<file path="config.mk">
export PLATFORM = sky130hd
export DESIGN_NAME = trigger_sequencer_flat
export DESIGN_NICKNAME = d
export VERILOG_FILES = /design/src/rtl/gp_engine_pkg.sv /design/src/rtl/trigger_sequencer_if.sv /design/src/rtl/trig_pending_arb.sv /design/src/rtl/trigger_sequencer.sv /design/src/flat_wrapper.sv
export SDC_FILE = /design/constraint.sdc
export NUM_CORES = 1
export LEC_CHECK = 0
export ABC_AREA = 1
export BUFFER_PORTS_ARGS = -buffer_cell sky130_fd_sc_hd__buf_4
export CORE_UTILIZATION = 41
export CTS_BUF_LIST = sky130_fd_sc_hd__clkbuf_8
export CTS_CLUSTER_SIZE = 14
export DETAILED_ROUTE_END_ITERATION = 8
export PLACE_DENSITY_LB_ADDON = 0.12
export SLEW_MARGIN = 0
export SYNTH_ARGS = -nofsm -noshare
export SYNTH_HDL_FRONTEND = slang
export SYNTH_SLANG_ARGS = --single-unit
</file>
<file path="constraint.sdc">
create_clock -name i_clk -period 1.8 [get_ports i_clk]
set_clock_uncertainty 0.15 [all_clocks]
set_input_delay 0.27 -clock i_clk [delete_from_list [all_inputs] [get_ports i_clk]]
set_output_delay 0.27 -clock i_clk [all_outputs]
set_load 0.01 [all_outputs]
</file>
<file path="src/rtl/gp_engine_pkg.sv">
// gp_engine_pkg: shared config-field positions, trigger count and sequencer states
package gp_engine_pkg;
  localparam int CFG_EN_BIT   = 31;
  localparam int CFG_RW_BIT   = 30;
  localparam int CFG_ADDR_LSB = 16;
  localparam int NUM_TRIG     = 4;
  localparam int TRIG_IDX_W   = $clog2(NUM_TRIG);
  typedef enum logic [2:0] {IDLE, CFG_REQ, CFG_WAIT, ISSUE, RD_WAIT, DONE} trig_seq_state_e;
endpackage

</file>
<file path="src/rtl/trigger_sequencer_if.sv">
// trigger_sequencer_if: config-read handshake with the register file plus the master bus
interface trigger_sequencer_if #(
  parameter int DATA_WIDTH = 32,
  parameter int ADDR_WIDTH = 8
);
  logic                  reg_rd_en;
  logic                  reg_rd_valid;
  logic [DATA_WIDTH-1:0] rd_trig_s1_config;
  logic [DATA_WIDTH-1:0] rd_trig_s2_config;
  logic [DATA_WIDTH-1:0] rd_trig_s3_config;
  logic [DATA_WIDTH-1:0] rd_trig_s4_config;
  logic                  mst_o_valid;
  logic                  mst_o_rd0_wr1;
  logic [ADDR_WIDTH-1:0] mst_o_addr;
  logic [DATA_WIDTH-1:0] mst_o_wr_data;
  logic                  mst_i_ready;
  logic                  mst_i_rd_valid;
  logic [DATA_WIDTH-1:0] mst_i_rd_data;
  modport master (
    output reg_rd_en, mst_o_valid, mst_o_rd0_wr1, mst_o_addr, mst_o_wr_data,
    input  reg_rd_valid, rd_trig_s1_config, rd_trig_s2_config, rd_trig_s3_config,
           rd_trig_s4_config, mst_i_ready, mst_i_rd_valid, mst_i_rd_data
  );
  modport slave (
    input  reg_rd_en, mst_o_valid, mst_o_rd0_wr1, mst_o_addr, mst_o_wr_data,
    output reg_rd_valid, rd_trig_s1_config, rd_trig_s2_config, rd_trig_s3_config,
           rd_trig_s4_config, mst_i_ready, mst_i_rd_valid, mst_i_rd_data
  );
endinterface

</file>
<file path="src/rtl/trig_pending_arb.sv">
// trig_pending_arb: trigger edge detect, pending bits and fixed-priority grant (trigger 0 highest)
module trig_pending_arb
  import gp_engine_pkg::*;
(
  input  logic                  i_clk,
  input  logic                  i_rstn,
  input  logic [NUM_TRIG-1:0]   i_trig,
  input  logic                  i_take,
  output logic [NUM_TRIG-1:0]   o_pending,
  output logic [NUM_TRIG-1:0]   o_grant,
  output logic [TRIG_IDX_W-1:0] o_grant_idx
);
  logic [NUM_TRIG-1:0] trig_q;
  assign o_grant = o_pending & (~o_pending + NUM_TRIG'(1));
  // index of the lowest set pending bit
  always_comb begin
    o_grant_idx = '0;
    for (int i = NUM_TRIG - 1; i >= 0; i--)
      if (o_pending[i]) o_grant_idx = TRIG_IDX_W'(i);
  end
  // rises accumulate; a fresh rise on the granted source survives its clear
  always_ff @(posedge i_clk or negedge i_rstn)
    if (!i_rstn) begin
      trig_q    <= '0;
      o_pending <= '0;
    end else begin
      trig_q    <= i_trig;
      o_pending <= (o_pending & ~(i_take ? o_grant : '0)) | (i_trig & ~trig_q);
    end
endmodule

</file>
<file path="src/rtl/trigger_sequencer.sv">
// trigger_sequencer: fetches the winning trigger's config and runs its bus transaction
module trigger_sequencer
  import gp_engine_pkg::*;
#(
  parameter int DATA_WIDTH  = 32,
  parameter int ADDR_WIDTH  = 8,
  parameter int TIMEOUT_CYC = 16
) (
  input  logic                  i_clk,
  input  logic                  i_rstn,
  input  logic [NUM_TRIG-1:0]   i_trig,
  trigger_sequencer_if.master   bus,
  output logic [DATA_WIDTH-1:0] o_rd_data,
  output logic [NUM_TRIG-1:0]   o_done,
  output logic [NUM_TRIG-1:0]   o_err,
  output logic                  o_busy
);
  localparam int TW = $clog2(TIMEOUT_CYC);
  localparam logic [TW-1:0] T_MAX = TW'(TIMEOUT_CYC - 1);
  trig_seq_state_e state, state_d;
  logic [TW-1:0] timer;
  logic [NUM_TRIG-1:0] pending, grant, sel_oh;
  logic [TRIG_IDX_W-1:0] grant_idx, sel_idx;
  logic [DATA_WIDTH-1:0] cfg;
  logic take, err_ev, cap_cfg, cap_rd, tmo, cfg_unused;
  trig_pending_arb u_arb (
    .i_clk, .i_rstn, .i_trig, .i_take(take),
    .o_pending(pending), .o_grant(grant), .o_grant_idx(grant_idx)
  );
  assign tmo = timer == T_MAX;
  assign cfg_unused = ^cfg[CFG_RW_BIT-1:ADDR_WIDTH+CFG_ADDR_LSB];
  // config of the trigger in service
  always_comb begin
    cfg = sel_idx == 2'd0 ? bus.rd_trig_s1_config :
          sel_idx == 2'd1 ? bus.rd_trig_s2_config :
          sel_idx == 2'd2 ? bus.rd_trig_s3_config : bus.rd_trig_s4_config;
  end
  // next state and single-cycle events; ready beats a coincident timeout
  always_comb begin
    state_d = state;
    take    = 1'b0;
    err_ev  = 1'b0;
    cap_cfg = 1'b0;
    cap_rd  = 1'b0;
    case (state)
      IDLE:     if (|pending) begin take = 1'b1; state_d = CFG_REQ; end
      CFG_REQ:  state_d = CFG_WAIT;
      CFG_WAIT: if (bus.reg_rd_valid) begin
                  cap_cfg = cfg[CFG_EN_BIT];
                  err_ev  = !cfg[CFG_EN_BIT];
                  state_d = cfg[CFG_EN_BIT] ? ISSUE : IDLE;
                end else if (tmo) begin err_ev = 1'b1; state_d = IDLE; end
      ISSUE:    if (bus.mst_i_ready) state_d = bus.mst_o_rd0_wr1 ? DONE : RD_WAIT;
                else if (tmo) begin err_ev = 1'b1; state_d = IDLE; end
      RD_WAIT:  if (bus.mst_i_rd_valid) begin cap_rd = 1'b1; state_d = DONE; end
                else if (tmo) begin err_ev = 1'b1; state_d = IDLE; end
      DONE:     state_d = IDLE;
      default:  state_d = IDLE;
    endcase
  end
  // state, timer, latched selection and registered outputs
  always_ff @(posedge i_clk or negedge i_rstn)
    if (!i_rstn) begin
      state             <= IDLE;
      timer             <= '0;
      sel_idx           <= '0;
      sel_oh            <= '0;
      bus.reg_rd_en     <= 1'b0;
      bus.mst_o_valid   <= 1'b0;
      bus.mst_o_rd0_wr1 <= 1'b0;
      bus.mst_o_addr    <= '0;
      bus.mst_o_wr_data <= '0;
      o_rd_data         <= '0;
      o_done            <= '0;
      o_err             <= '0;
      o_busy            <= 1'b0;
    end else begin
      state <= state_d;
      timer <= state_d != state ? '0 : tmo ? timer : timer + TW'(1);
      if (take) begin
        sel_idx <= grant_idx;
        sel_oh  <= grant;
      end
      if (cap_cfg) begin
        bus.mst_o_rd0_wr1 <= cfg[CFG_RW_BIT];
        bus.mst_o_addr    <= cfg[ADDR_WIDTH+CFG_ADDR_LSB-1:CFG_ADDR_LSB];
        bus.mst_o_wr_data <= DATA_WIDTH'(cfg[15:0]);
      end
      if (cap_rd) o_rd_data <= bus.mst_i_rd_data;
      bus.reg_rd_en   <= state_d == CFG_REQ;
      bus.mst_o_valid <= state_d == ISSUE;
      o_busy          <= state_d != IDLE;
      o_done          <= state == DONE ? sel_oh : '0;
      o_err           <= err_ev ? sel_oh : '0;
    end
endmodule
</file>
<file path="src/flat_wrapper.sv">
// flat-port wrapper written by rule: the top's interface ports become plain ports
module trigger_sequencer_flat import gp_engine_pkg::*;
#(
  parameter int DATA_WIDTH  = 32,
  parameter int ADDR_WIDTH  = 8,
  parameter int TIMEOUT_CYC = 16
)
  (i_clk, i_rstn, i_trig, o_rd_data, o_done, o_err, o_busy, bus_reg_rd_en, bus_mst_o_valid, bus_mst_o_rd0_wr1, bus_mst_o_addr, bus_mst_o_wr_data, bus_reg_rd_valid, bus_rd_trig_s1_config, bus_rd_trig_s2_config, bus_rd_trig_s3_config, bus_rd_trig_s4_config, bus_mst_i_ready, bus_mst_i_rd_valid, bus_mst_i_rd_data);
  trigger_sequencer_if #(.DATA_WIDTH(DATA_WIDTH), .ADDR_WIDTH(ADDR_WIDTH)) bus_i ();
  input  logic i_clk;
  input  logic i_rstn;
  input  logic [NUM_TRIG-1:0] i_trig;
  output logic [DATA_WIDTH-1:0] o_rd_data;
  output logic [NUM_TRIG-1:0] o_done;
  output logic [NUM_TRIG-1:0] o_err;
  output logic o_busy;
  output wire logic [$bits(bus_i.reg_rd_en)-1:0] bus_reg_rd_en;
  output wire logic [$bits(bus_i.mst_o_valid)-1:0] bus_mst_o_valid;
  output wire logic [$bits(bus_i.mst_o_rd0_wr1)-1:0] bus_mst_o_rd0_wr1;
  output wire logic [$bits(bus_i.mst_o_addr)-1:0] bus_mst_o_addr;
  output wire logic [$bits(bus_i.mst_o_wr_data)-1:0] bus_mst_o_wr_data;
  input wire logic [$bits(bus_i.reg_rd_valid)-1:0] bus_reg_rd_valid;
  input wire logic [$bits(bus_i.rd_trig_s1_config)-1:0] bus_rd_trig_s1_config;
  input wire logic [$bits(bus_i.rd_trig_s2_config)-1:0] bus_rd_trig_s2_config;
  input wire logic [$bits(bus_i.rd_trig_s3_config)-1:0] bus_rd_trig_s3_config;
  input wire logic [$bits(bus_i.rd_trig_s4_config)-1:0] bus_rd_trig_s4_config;
  input wire logic [$bits(bus_i.mst_i_ready)-1:0] bus_mst_i_ready;
  input wire logic [$bits(bus_i.mst_i_rd_valid)-1:0] bus_mst_i_rd_valid;
  input wire logic [$bits(bus_i.mst_i_rd_data)-1:0] bus_mst_i_rd_data;
  assign bus_reg_rd_en = bus_i.reg_rd_en;
  assign bus_mst_o_valid = bus_i.mst_o_valid;
  assign bus_mst_o_rd0_wr1 = bus_i.mst_o_rd0_wr1;
  assign bus_mst_o_addr = bus_i.mst_o_addr;
  assign bus_mst_o_wr_data = bus_i.mst_o_wr_data;
  assign bus_i.reg_rd_valid = bus_reg_rd_valid;
  assign bus_i.rd_trig_s1_config = bus_rd_trig_s1_config;
  assign bus_i.rd_trig_s2_config = bus_rd_trig_s2_config;
  assign bus_i.rd_trig_s3_config = bus_rd_trig_s3_config;
  assign bus_i.rd_trig_s4_config = bus_rd_trig_s4_config;
  assign bus_i.mst_i_ready = bus_mst_i_ready;
  assign bus_i.mst_i_rd_valid = bus_mst_i_rd_valid;
  assign bus_i.mst_i_rd_data = bus_mst_i_rd_data;
  trigger_sequencer #(.DATA_WIDTH(DATA_WIDTH), .ADDR_WIDTH(ADDR_WIDTH), .TIMEOUT_CYC(TIMEOUT_CYC)) u_core (.i_clk(i_clk), .i_rstn(i_rstn), .i_trig(i_trig), .bus(bus_i), .o_rd_data(o_rd_data), .o_done(o_done), .o_err(o_err), .o_busy(o_busy));
endmodule
</file>
==> flow_summary.yaml <==
status:
  outcome: "finished clean"
worst_hold_path:
  hold_class: "input pin to flip-flop"
  worstHoldStart: "bus_rd_trig_s1_config[0]"
  holdPathEnd: "u_core.bus.mst_o_wr_data[0]"
  hold_depth: 5
critical_path:
  r2r-end: "u_core.timer[3]"
  path_cells: "nand2_1, nor2_2, nand2_1, nor2_1, nor2_2, buf_4, nand3_2, nand2_2, nor3_2"
  r2r_start: "u_core.state[0]"
  crit_buf_inv: 1
  slowest_delay_ns: 0.48
  crit_cells: 9
  crit_path_end_kind: "flip-flop"
  worst-setup-path-type: "flip-flop to flip-flop"
  reg2reg_slack_ns: 0.08
  r2r_cells: 9
  critPathRequiredTime_ns: 1.93
  cp.arrival_ns: 1.85
  start_kind: "flip-flop"
  cp_max_fo: 7
  critPathSlowestCell: "dfrtp_2"
  cp_top_family: "simple AND/OR/NAND/NOR gates"
yosys:
  syn-cell-area_mm2: 0.00438
  synth_warnings: 0
  synth_compound_area_frac: 0.0843
  yosysTopAreaCell: "dfrtp_1"
  synth_top_family_by_area: "simple AND/OR/NAND/NOR gates"
  synth_top_area_share: 0.509
  synthXorXnorAreaFrac: 0.00200
  avgSynthCellArea_um2: 7.63
  synthTopCellsByArea: "dfrtp_1 51%, nand2_1 21%, nand3_1 6.9%, o21ai_0 6.7%, buf_4 2.7%"
  yosysSeqAreaShare: 0.509
  yosysMostFrequentCell: "nand2_1"
  ys_top_cells_by_count: "244 x nand2_1, 89 x dfrtp_1, 60 x nand3_1"
  async_reset_ff_frac: 1.00
  ys_types: 33
  ys_ff_latch: 89
  synth_fa_ha_area_frac: 0.00286
  synth_edf_count: 0
  synthMuxAreaShare: 0.00229
  synth_ff_type: "dfrtp_1"
  synthSimpleGateAreaFrac: 0.315
  synthCells: 574
place:
  place_area_mm2: 0.00612
  hpwlAfterDp_mm: 9.72
  gp_congestion: 0.921
  pre_cts_slack_ns: 0.0109
  port_buffers: 212
clocking:
  cts_sinks: 89
  cts_tree: "built"
  clk-insertion-delay-late_ns: 0.36
  max-clock-path-buffers: 2
  h-tree-depth: 3
  clk_pin_slew_ns: 0.09
  cts_made_buffers: 9
  root_buffer: "clkbuf_8"
routing:
  initialDrtViolationCount: 370
  drt-total-wl_mm: 13.9
  viasPerCell: 4.88
  drc: 0
  wire_per_inst_um: 14.3
  ant_nets: 0
  vias: 4747
  dr.pass1.iters: 5
layout:
  drive_above_1_share: 0.339
  stdcell_area_mm2: 0.00683
  nets: 1001
  antennaDiodeCount: 0
  syn_to_final_growth_pct: 56.0
global_routing:
  grt-ovfl-total: 0
  grt_pass1_wl_mm: 21.7
  track_usage: 0.250
  antenna_found_initial: 0
  grt_pass1_vias: 4486
  grt_start_max_net_pins: 90
flow_run:
  cap_violations: 0
sta:
  tns_ns: 0
  finalHoldViolCount: 0
  setup_viol: 0
  slew_viol_final: 0
  rsz0062_at_grt: "yes"
  worst_slack_ns: 0.0766
  fin_crit_sh: 0.957
  fmax_mhz: 580
  fin_crit_ns: 1.72
  timing.hold.ws_ns: 0.0550
pwr:
  power_switching_mw: 3.58
  p_sw_frac: 0.405
  internal_power_mw: 5.27
  p_clk_frac: 0.144
  p_total_mw: 8.85
  power_density_mw_per_mm2: 1300
  power_frac_seq: 0.358
  ir_drop_v: 0.000654
  leakagePower_nw: 3.75
  share_comb_of_total_power: 0.499
die:
  die_width_um: 105
  dieArea_mm2: 0.0111
  initial_core_util: 0.424
  ios: 253
  core_mm2: 0.0103
  rows: 37
  die_h_um: 105
[cell families (layout without fill, tap and decap cells)]
family | after synthesis | count (layout)
AO/OA/AOI/OAI | 70 | 70
XOR/XNOR | 1 | 1
adder cells (fa/ha/maj) | 1 | 1
buffers and inverters | 75 | 322
flip-flops | 89 | 89
multiplexers | 1 | 1
other | 1 | 16
AND/OR/NAND/NOR | 336 | 336
[layout by cell type (no fill, tap or decap), drive strengths merged]
| cell type | synthesis | final |
|---|---|---|
| mux2i | 1 | 1 |
| clkinvlp | 0 | 3 |
| a21oi | 3 | 3 |
| nand4 | 2 | 2 |
| xnor2 | 1 | 1 |
| o211ai | 1 | 1 |
| or2 | 1 | 1 |
| o21ai | 60 | 60 |
| dlygate4sd3 | 0 | 37 |
| nand3 | 62 | 62 |
| o221ai | 1 | 1 |
| conb | 1 | 16 |
| inv | 28 | 30 |
| clkbuf | 21 | 11 |
| a21o | 1 | 1 |
| a21boi | 1 | 1 |
| dfrtp | 89 | 89 |
| a32oi | 1 | 1 |
| o22ai | 1 | 1 |
| nand2 | 247 | 247 |
| nor3 | 5 | 5 |
| ha | 1 | 1 |
| buf | 25 | 240 |
| or3 | 1 | 1 |
| o31ai | 1 | 1 |
| nor2 | 18 | 18 |
| clkinv | 1 | 1 |
[area by class of cell]
type                       instances  area, µm²
sequential                        89       2230
clock buffer                      11        151
fill                             864       3490
multi-input combinational        425       1920
clock inverter                     5       31.3
inverter                          29        109
tap                              136        170
timing repair buffer             277       2220
[worst max-delay path by stage]
stage / startpoint / end
global placement: u_core.timer[0] / u_core.o_busy
finish: u_core.state[0] / u_core.timer[3]
detailed placement: u_core.timer[0] / u_core.o_busy
global route: u_core.state[0] / u_core.o_busy
CTS: u_core.timer[1] / u_core.o_busy
floorplan: u_core.timer[0] / u_core.o_busy
[sequential cells by signal, summed over array words and instances, names as in the netlist]
register	cells
u_core.bus.mst_o_addr	8
u_core.bus.mst_o_rd0_wr1	1
u_core.bus.mst_o_valid	1
u_core.bus.mst_o_wr_data	16
u_core.bus.reg_rd_en	1
u_core.o_busy	1
u_core.o_done	4
u_core.o_err	4
u_core.o_rd_data	32
u_core.sel_idx	2
u_core.sel_oh	4
u_core.state	3
u_core.timer	4
u_core.u_arb.o_pending	4
u_core.u_arb.trig_q	4
[metrics by stage]
step,cells,util
floorplan,589,-
detailed placement,911,0.592
global placement,911,0.592
global route,972,0.662
CTS,965,0.647
finish,972,0.662
[power by group through the flow]
stage / registers, mW / clock network [mW] / logic [mW]
after global routing: 3.24 / 1.40 / 4.90
after global placement: 3.14 / 0 / 3.96
after detailed placement: 3.17 / 0 / 4.05
after CTS: 3.14 / 1.32 / 4.13
final: 3.17 / 1.27 / 4.41
after floorplan: 3.36 / 0 / 2.03
[routing by layer]
layer | GRT usage | vias up | part of all wire
li1 | - | 2308 | -
met1 | 0.305 | 2187 | 0.40
met2 | 0.439 | 228 | 0.51
met3 | 0.0340 | 24 | 0.068
met4 | 0.109 | 0 | 0.027
met5 | 0 | - | 0
[tightest hold or removal path, cell delays in order]
cell and delay (ns):
buf_4 0.08, nand2_1 0.04, o21ai_0 0.06, nand2_1 0.05, nand2_1 0.05
[what timing repair did]
| action | in CTS | in global routing |
|---|---|---|
| endpoints found under the hold margin | 125 | 0 |
| endpoints found under the setup margin | 2 | 63 |
| setup buffers | 1 | 7 |
| pin swaps | 0 | 2 |
| resized for setup | 1 | 26 |
| hold buffers | 37 | 0 |
Power figures use the tool's default switching activity.
